$ cat config.mk
export PLATFORM = sky130hd
export DESIGN_NAME = csr_trap_ctrl
export DESIGN_NICKNAME = d
export VERILOG_FILES = /design/src/rtl/csr_trap_ctrl.sv
export SDC_FILE = /design/constraint.sdc
export NUM_CORES = 1
export LEC_CHECK = 0
export ABC_AREA = 1
export BUFFER_PORTS_ARGS = -buffer_cell sky130_fd_sc_hd__clkbuf_2
export CAP_MARGIN = 5
export CORE_AREA = 2 2 195 197
export CTS_BUF_LIST = sky130_fd_sc_hd__clkbuf_8
export CTS_CLUSTER_SIZE = 14
export DETAILED_ROUTE_END_ITERATION = 12
export DIE_AREA = 0 0 197 199
export MAX_ROUTING_LAYER = met4
export PLACE_DENSITY = 0.73
export SYNTH_ARGS = -nofsm -noshare
export SYNTH_HDL_FRONTEND = slang
export SYNTH_SLANG_ARGS = --single-unit
$ cat constraint.sdc
create_clock -name clk -period 1.6 [get_ports clk]
set_input_delay 0.16 -clock clk [delete_from_list [all_inputs] [get_ports clk]]
set_output_delay 0.16 -clock clk [all_outputs]
set_load 0.01 [all_outputs]
$ cat src/rtl/csr_trap_ctrl.sv
`default_nettype none
// ============================================================================
// Module   : csr_trap_ctrl
// Purpose  : Requester-side sequencer for the machine-mode CSR register file.
//            Takes one CSR (RW/RS/RC) or trap (ECALL/MRET) operation from the
//            execute stage, walks it through READ/WRITE/TRAP cycles on the
//            file port and returns old value / redirect over a valid-ready
//            response channel.
// Ports    : clk, rst                      - clock, sync active-high reset
//            req_*                          - operation request (valid/ready)
//            resp_*                         - response (valid/ready, held)
//            csr_addr/inst/wdata1/wdata2/wen - drive the CSR file
//            csr_rdata                      - combinational read data of file
// Revision : 1.0 - initial release
// ============================================================================
module csr_trap_ctrl #(
  parameter int                    ADDR_WIDTH   = 12,
  parameter int                    DATA_WIDTH   = 64,
  parameter logic [ADDR_WIDTH-1:0] INST_ECALL   = 12'h001,
  parameter logic [ADDR_WIDTH-1:0] INST_MRET    = 12'h002,
  parameter int unsigned           MCAUSE_ECALL = 11
) (
  input  logic                  clk,
  input  logic                  rst,
  input  logic                  req_valid,
  output logic                  req_ready,
  input  logic [2:0]            req_op,
  input  logic [ADDR_WIDTH-1:0] req_csr,
  input  logic [DATA_WIDTH-1:0] req_src,
  input  logic                  req_src_x0,
  input  logic [DATA_WIDTH-1:0] req_pc,
  output logic                  resp_valid,
  input  logic                  resp_ready,
  output logic [DATA_WIDTH-1:0] resp_rdata,
  output logic                  resp_redirect,
  output logic [DATA_WIDTH-1:0] resp_pc,
  output logic                  resp_err,
  output logic [ADDR_WIDTH-1:0] csr_addr,
  output logic [ADDR_WIDTH-1:0] csr_inst,
  output logic [DATA_WIDTH-1:0] csr_wdata1,
  output logic [DATA_WIDTH-1:0] csr_wdata2,
  output logic                  csr_wen,
  input  logic [DATA_WIDTH-1:0] csr_rdata
);

  localparam logic [2:0] c_op_rw    = 3'd0;
  localparam logic [2:0] c_op_rs    = 3'd1;
  localparam logic [2:0] c_op_rc    = 3'd2;
  localparam logic [2:0] c_op_ecall = 3'd3;
  localparam logic [2:0] c_op_mret  = 3'd4;
  localparam logic [DATA_WIDTH-1:0] c_mcause_ecall = DATA_WIDTH'(MCAUSE_ECALL);

  typedef enum logic [2:0] {
    S_IDLE  = 3'd0,
    S_READ  = 3'd1,
    S_WRITE = 3'd2,
    S_TRAP  = 3'd3,
    S_RESP  = 3'd4
  } state_t;

  state_t                  r_state;
  state_t                  w_state_nxt;
  logic [2:0]              r_op;
  logic [ADDR_WIDTH-1:0]   r_csr;
  logic [DATA_WIDTH-1:0]   r_src;
  logic                    r_src_x0;
  logic [DATA_WIDTH-1:0]   r_pc;
  logic [DATA_WIDTH-1:0]   r_old;
  logic [DATA_WIDTH-1:0]   r_rpc;
  logic                    r_redirect;
  logic                    r_err;
  logic                    w_in_resp;

  // State register and operation/result latches
  always_ff @(posedge clk) begin
    if (rst) begin
      r_state    <= S_IDLE;
      r_op       <= '0;
      r_csr      <= '0;
      r_src      <= '0;
      r_src_x0   <= 1'b0;
      r_pc       <= '0;
      r_old      <= '0;
      r_rpc      <= '0;
      r_redirect <= 1'b0;
      r_err      <= 1'b0;
    end else begin
      r_state <= w_state_nxt;
      case (r_state)
        S_IDLE: begin
          if (req_valid) begin
            r_op       <= req_op;
            r_csr      <= req_csr;
            r_src      <= req_src;
            r_src_x0   <= req_src_x0;
            r_pc       <= req_pc;
            // Result fields cleared per operation so traps and illegal ops
            // report rdata=0 and no stale redirect leaks through.
            r_old      <= '0;
            r_rpc      <= '0;
            r_redirect <= 1'b0;
            r_err      <= (req_op > c_op_mret);
          end
        end
        S_READ: begin
          if (r_op == c_op_mret) begin
            r_rpc      <= csr_rdata;   // mepc
            r_redirect <= 1'b1;
          end else begin
            r_old      <= csr_rdata;
          end
        end
        // mtvec is read combinationally in the same cycle the trap write is
        // issued, so it is captured before the file updates.
        S_TRAP: begin
          r_rpc      <= csr_rdata;
          r_redirect <= 1'b1;
        end
        default: ;
      endcase
    end
  end

  // Next-state and CSR-port drive
  always_comb begin
    w_state_nxt = r_state;
    csr_addr    = '0;
    csr_inst    = '0;
    csr_wdata1  = '0;
    csr_wdata2  = '0;
    csr_wen     = 1'b0;
    case (r_state)
      S_IDLE: begin
        if (req_valid) begin
          if (req_op == c_op_ecall)     w_state_nxt = S_TRAP;
          else if (req_op > c_op_mret)  w_state_nxt = S_RESP;
          else                          w_state_nxt = S_READ;
        end
      end
      S_READ: begin
        if (r_op == c_op_mret) begin
          csr_inst    = INST_MRET;
          w_state_nxt = S_RESP;
        end else begin
          csr_addr = r_csr;
          // Set/clear with a zero source must not write (read-only CSRs).
          if (r_op != c_op_rw && r_src_x0) w_state_nxt = S_RESP;
          else                             w_state_nxt = S_WRITE;
        end
      end
      S_WRITE: begin
        csr_addr = r_csr;
        csr_wen  = !rst;
        case (r_op)
          c_op_rs: csr_wdata1 = r_old | r_src;
          c_op_rc: csr_wdata1 = r_old & ~r_src;
          default: csr_wdata1 = r_src;
        endcase
        w_state_nxt = S_RESP;
      end
      S_TRAP: begin
        csr_inst    = INST_ECALL;
        csr_wen     = !rst;
        csr_wdata1  = r_pc;
        csr_wdata2  = c_mcause_ecall;
        w_state_nxt = S_RESP;
      end
      S_RESP: begin
        if (resp_ready) w_state_nxt = S_IDLE;
      end
      default: w_state_nxt = S_IDLE;
    endcase
  end

  assign w_in_resp     = (r_state == S_RESP);
  assign req_ready     = (r_state == S_IDLE);
  assign resp_valid    = w_in_resp;
  assign resp_rdata    = w_in_resp ? r_old : '0;
  assign resp_pc       = w_in_resp ? r_rpc : '0;
  assign resp_redirect = w_in_resp & r_redirect;
  assign resp_err      = w_in_resp & r_err;

endmodule
`default_nettype wire

==> impl_results.md, run 1 <==
* Status: complete, but fails checks
* Failing checks: negative setup slack
* Startpoint Class: register
* Final net count at 2993
* I/O Buffers at 425
* Layout cell share with drive strength beyond 1 at 33.0%
* PwrDens at 941 nW/um^2
* Starting Density at 37.3%
* Worst path cell trace: inv_2 -> buf_6 -> nand3_4 -> buf_12 -> buf_12 -> o21ai_1 -> o22ai_2 -> clkbuf_2
* Final slew viol count at 0
* Synth area leader: dfxtp_1
* Synth top area share at 40.0%
* IO Pins at 497
* Hold Path Class: input pin to register
* Largest net degree at the start of global routing at 66
* Final hold vios at 0
* Final core occ at 63.4%
* Dpl hpwl at 34.4 mm
* Hold Slack at 0.103 ns
* Yosys cell types at 21
* CTS clk-pin slew, worst paths at 0.06 ns
* Synthesized area at 13900 sq um
* First-pass GRT wire length at 91.4 mm
* Remaining DRCs at 0
* Max incr delay on CP at 0.35 ns
* CORE AREA at 37100 sq um
* Slew margin rel. at 45.5%
* H-tree depth at 2
* Syn Inst Count at 2104
* Final period utilization at 148%
* DR vias/cell at 5.40
* Worst-Margin Slew at 0.817 ns
* Top post-synthesis cells by area: dfxtp_1 (40%), inv_1 (11%), nor2_1 (9.2%), o21ai_0 (8.0%), a21oi_1 (7.7%)
* Sequential share of power at 35.6%
* Via count at 17802
* Arrival @ worst endpoint at 2.20 ns
* Sw Pwr at 7810 uW
* Worst-case clock buffer depth at 3
* Post-route setup slack at -0.762 ns
* Clock latency on the worst-skew pair at 0.61 ns
* Register area share after synthesis at 40.0%
* CTS Sinks at 277
* Routed WL per cell at 20.8 um
* CTS root buffer: clkbuf_8
* MaxCap Viol Count at 0
* Unrepaired setup endpoints after global routing: yes
* Routed Antenna Nets at 0
* Maximum fanout along the worst path at 5
* CTS buffer count at 50
* GPL Wtd Cong at 0.920
* Max Fclk at 0.423 GHz
* Worst vdd ir at 0.000568 V
* Initial DRC count at 1612
* Synthesized flop and latch total at 277
* Worst setup EP type: output port
* Die height at 199 um
* CP Class: register to output port
* TritonCTS clock tree: built
* Number of global-route vias before repair at 16903
* Die area at 39200 sq um
* WP data required at 1.44 ns
* Clock power frac at 32.1%
* Fin crit period at 2.36 ns
* Worst Skew at 0.0190 ns
* YS warnings at 0
* Combinational share of power at 32.4%
* CP most frequent cell: buf_12
* Total Power at 22100 uW
* Critical-path top delay cell: dfxtp_2
* Site Rows at 71
* Area added between synthesis and finish at 69.9%
* Setup violation total in the final timing report at 487
* Initial DRT Pass Iterations at 11
* Detailed-route wire length at 68.5 mm
* Internal power at 14300 uW
* Initial antenna violation count at 4
* Static leakage at 0.0102 uW
* GR Overflow Total at 0
* Switching share of power at 35.2%
* Die width at 197 um
* Syn_area_per_cell at 6.59 sq um
* GRT Total Usage at 30.8%
cell type report:
cell class	count	area, sq um
diodes	7	17.5
clock buffers	62	853
clock inverters	25	185
fillers	2809	13600
inverters	414	1580
multi-input cells	1254	7430
flip-flops and latches	277	5550
well taps	474	593
repair buffers	783	7330
repair inverters	1	6.26
cells by family (layout without fill, tap and decap cells):
family / after synthesis / after routing / synth area share (%)
buffers and inverters: 646 / 1285 / 20.5
AO/OA/AOI/OAI: 619 / 619 / 22.9
AND/OR/NAND/NOR: 561 / 564 / 16.5
flip-flops: 277 / 277 / 40.0
other: 1 / 78 / 0.0271
routing by layer:
layer  part of all wire, %  global-route usage, %  wire length, um  vias up
li1                      -                      -                -     7887
met5                     0                      -                0        -
met2                    47                   49.2            31900     1309
met4                   7.1                   18.7             4840        0
met1                    37                   35.9            25600     8184
met3                   9.0                   6.15             6160      422
state kept, by name (all words and copies together) (netlist names), 3 cells and up:
signal	cells
r_old	64
r_pc	64
r_rpc	64
r_src	64
r_csr	12
r_op	3
r_state	3
synthesized netlist by cell type:
| master | n |
|---|---|
| inv_1 | 409 |
| nor2_1 | 341 |
| dfxtp_1 | 277 |
| o21ai_0 | 222 |
| a21oi_1 | 214 |
| nand2_1 | 145 |
| o21ai_1 | 118 |
| buf_4 | 81 |
| clkbuf_1 | 77 |
| nand4_1 | 65 |
| o22ai_1 | 65 |
| buf_2 | 60 |
| buf_1 | 9 |
| nand3_1 | 6 |
| buf_6 | 5 |
| inv_2 | 4 |
| nand3b_1 | 2 |
| clkinv_1 | 1 |
| conb_1 | 1 |
| nor3_1 | 1 |
| or2_2 | 1 |
power groups by stage:
stage	sequential, uW	clock (uW)	combinational, uW
after floorplan	7920	0	3040
after global placement	7940	0	4480
after detailed placement	7970	0	4560
after CTS	7830	7160	6270
after global routing	7910	7520	7620
final	7880	7100	7170
metrics by stage:
step,instances,TNS [ns],area [sq um],worst slack [ns]
2_1_floorplan,2174,0,14100,0.0363
3_3_place_gp,2924,-1.08,16700,-0.105
3_5_place_dp,2924,-9.09,16700,-0.120
4_1_cts,3275,-134.61,21700,-0.626
5_1_grt,3295,-193.00,23500,-0.832
6_report,3297,-158.16,23500,-0.762
path summary, 6_finish.rpt:
path	depth (start not counted)	slack (ns)	end	startpoint
max	8	-0.76	csr_wdata1[25]	r_op[0]
min	4	0.10	r_pc[54]	req_pc[54]
max reg2reg	9	-0.43	r_rpc[56]	r_state[1]
min reg2reg	2	0.46	r_pc[13]	r_pc[13]
placed cells by master, fill, tap and decap left out, types with 8 or more instances in the layout:
cell type      Yosys  routed
o22ai_2            0      38
nand2_1          145     137
buf_16             0      22
nor2_1           341     212
o21ai_1          118     164
dfxtp_1          277     272
nand4_1           65      65
buf_2             60      56
clkbuf_8           0      63
nor2_4             0     118
a21oi_1          214     211
conb_1             1      71
o21ai_4            0       8
clkbuf_2           0     242
dlygate4sd3_1      0     210
buf_4             81      64
buf_12             0      47
clkinv_2           0      10
o22ai_1           65      27
nor2_2             0      11
inv_1            409     414
o21ai_2            0      66
o21ai_0          222     102
buf_6              5     131
critical path, delay by kind of cell, from the launching register on:
kind / cells / cell delay [ns]
compound gates: 2 / 0.41
simple gates: 1 / 0.13
buf+inv: 5 / 0.69
flops: 1 / 0.35
what timing repair did:
action | in CTS | in global routing
resized for setup | 321 | 575
setup endpoints to repair | 450 | 486
hold buffers | 210 | 0
pin swaps | 25 | 22
setup buffers | 26 | 12
endpoints found under the hold margin | 275 | 0
gates cloned | 28 | 9
No activity file was read; power rests on OpenSTA's default activity.
==> run 2, diff against run 1 <==
- PLACE_DENSITY: 0.73 -> 0.71
- clock period: 1.6 -> 2.5 ns (I/O delays scaled with it)
==> run 2 against run 1 <==
Against the previous run:
- the flow now finishes without violations
- cell count shrank 5.1%
- final area shrank 20%
- register-to-register slack gained 0.87 ns
- largest power group unchanged
==> impl_results.md, run 2 (synthesis results as in run 1) <==
* Initial antenna violation count at 3 (-1)
* GRT Total Usage at 24.6% (-6.2 points)
* Final slew viol count at 0 (unchanged)
* Static leakage at 0.00860 uW (-15%)
* Worst Skew at 0.0315 ns (+0.0125 ns)
* Layout cell share with drive strength beyond 1 at 21.4% (-12 points)
* Critical-path top delay cell: dfxtp_1
* Status: finished, final reports clean
* Routed WL per cell at 15.7 um (-25%)
* First-pass GRT wire length at 75.1 mm (-18%)
* GPL Wtd Cong at 0.925 (+0.53%)
* Most frequent cells in the layout: clkbuf_2 (424), inv_1 (419), nor2_1 (341), dfxtp_1 (275), o21ai_0 (220)
* Fillers at 3626 (+29%)
* Largest net degree at the start of global routing at 96 (+45%)
* Via count at 15295 (-14%)
* Maximum fanout along the worst path at 33 (+28)
* CP Class: register to output port
* Max Fclk at 0.411 GHz
* Total Power at 12600 uW (-43%)
* Placed Cells at 2878 (-1.6%)
* R2R Setup Slk at 0.44 ns (+0.87 ns)
* CP most frequent cell: inv_2
* Commonest non-fill, non-tap cell in the layout: clkbuf_2
* Hold Path Class: input pin to register
* Final Cell Area at 18800 sq um (-20%)
* Hold Slack at 0.0457 ns (-0.0576 ns)
* CTS root buffer: clkbuf_8
* H-tree depth at 2 (unchanged)
* CTS clk-pin slew, worst paths at 0.06 ns (about the same)
* CORE AREA at 37100 sq um (unchanged)
* Die area at 39200 sq um (unchanged)
* Max incr delay on CP at 0.38 ns (+0.03 ns)
* Worst path cell trace: inv_2 -> nand3_1 -> inv_2 -> buf_12 -> o21ai_0 -> o22ai_1 -> clkbuf_2
* Final net count at 2823 (-5.7%)
* Worst-Margin Slew at 0.807 ns (-0.0101 ns)
* Reg-to-reg critical path endpoint: r_rpc[29]
* Worst-case clock buffer depth at 3 (unchanged)
* Initial DRC count at 1009 (-37%)
* WP data required at 2.25 ns (+0.81 ns)
* Final core occ at 50.6% (-13 points)
* DR vias/cell at 4.89 (-9.4%)
* Initial DRT Pass Iterations at 6 (-5)
* TritonCTS clock tree: built
* Routed Antenna Nets at 0 (unchanged)
* Fin crit period at 2.43 ns
* PwrDens at 673 nW/um^2 (-28%)
* R2R depth at 7 (-2)
* Slew margin rel. at 46.2% (+0.67 points)
* Remaining DRCs at 0 (unchanged)
* Site Rows at 71 (unchanged)
* Area added between synthesis and finish at 35.6%
* Final hold vios at 0 (unchanged)
* Clock latency on the worst-skew pair at 0.59 ns (-0.02 ns)
* Fin cells at 3128 (-5.1%)
* Detailed-route wire length at 49.1 mm (-28%)
* Worst vdd ir at 0.000308 V (-46%)
* IO Pins at 497 (unchanged)
* Worst setup EP type: output port
* Final period utilization at 97.4%
* Dpl hpwl at 33.3 mm (-3.0%)
* Arrival @ worst endpoint at 2.18 ns (-0.02 ns)
* Reg-to-Reg Start: r_state[2]
* CTS buffer count at 50 (unchanged)
* Die height at 199 um (unchanged)
* Startpoint Class: register
* DP Area at 16100 sq um (-3.5%)
* I/O Buffers at 425 (unchanged)
* Crit path to: csr_wdata1[36]
* CTS Sinks at 277 (unchanged)
* GR Overflow Total at 0 (unchanged)
* Number of global-route vias before repair at 14341 (-15%)
* Starting Density at 37.3% (unchanged)
* Setup violation total in the final timing report at 0 (-100%)
* Worst Setup SP: r_state[2]
* Die width at 197 um (unchanged)
* MaxCap Viol Count at 0 (unchanged)
[run 2: final cells by class]
class	instances	area, sq um	area share, %
antenna	4	10.0	0.0533
clock buffer	67	922	4.91
clock inverter	24	185	0.986
inverter	414	1560	8.29
multi-input combinational	1251	5830	31.0
sequential	277	5550	29.5
tap	474	593	3.16
timing repair buffer	617	4140	22.0
[run 2: how the worst min path moves through the flow]
| stage | startpoint | to | slack [ns] | cells after the start |
|---|---|---|---|---|
| floorplan | r_src_x0 | r_src_x0 | 0.43 | 2 |
| global placement | r_pc[34] | r_pc[34] | 0.44 | 2 |
| detailed placement | r_pc[12] | r_pc[12] | 0.44 | 2 |
| CTS | csr_rdata[62] | r_rpc[62] | 0.0002 | 5 |
| global route | rst | r_old[45] | 0.03 | 2 |
| finish | csr_rdata[54] | r_old[54] | 0.05 | 5 |
[run 2: repair_timing]
item,4_1_cts,5_1_grt
endpoints found under the setup margin,76,64
gates resized for setup,4,9
setup buffers,0,4
hold endpoints to repair,151,0
hold buffers,151,0
pin swaps,0,3
cloned,0,0
[run 2: critical path, delay by kind of cell, from the launching register on]
family | cells | cell delay [ns]
AOI/OAI and AO/OA | 2 | 0.35
buffers and inverters | 4 | 0.69
DFF | 1 | 0.38
and+or+nand+nor | 1 | 0.14
[run 2: report_power, final]
group / switching [uW] / total [uW] / internal, uW
logic: 1940 / 2940 / 1000
clock network: 1990 / 4690 / 2700
registers: 130 / 5010 / 4880
total: 4060 / 12600 / 8580
[run 2: through the flow]
stage | setup WS (ns) | setup TNS (ns)
floorplan | 0.846 | 0
global placement | 0.522 | 0
detailed placement | 0.446 | 0
CTS | 0.0135 | 0
global route | -0.0136 | -0.0199
finish | 0.0652 | 0
[run 2: layer usage]
layer  vias to the layer above  share of wire [%]  global-route usage, %
li1                       7511                  -                      -
met1                      6903                 43                   30.5
met2                       721                 46                   38.9
met3                       160                6.9                   3.90
met4                         0                4.6                   12.6
met5                         -                  0                      -
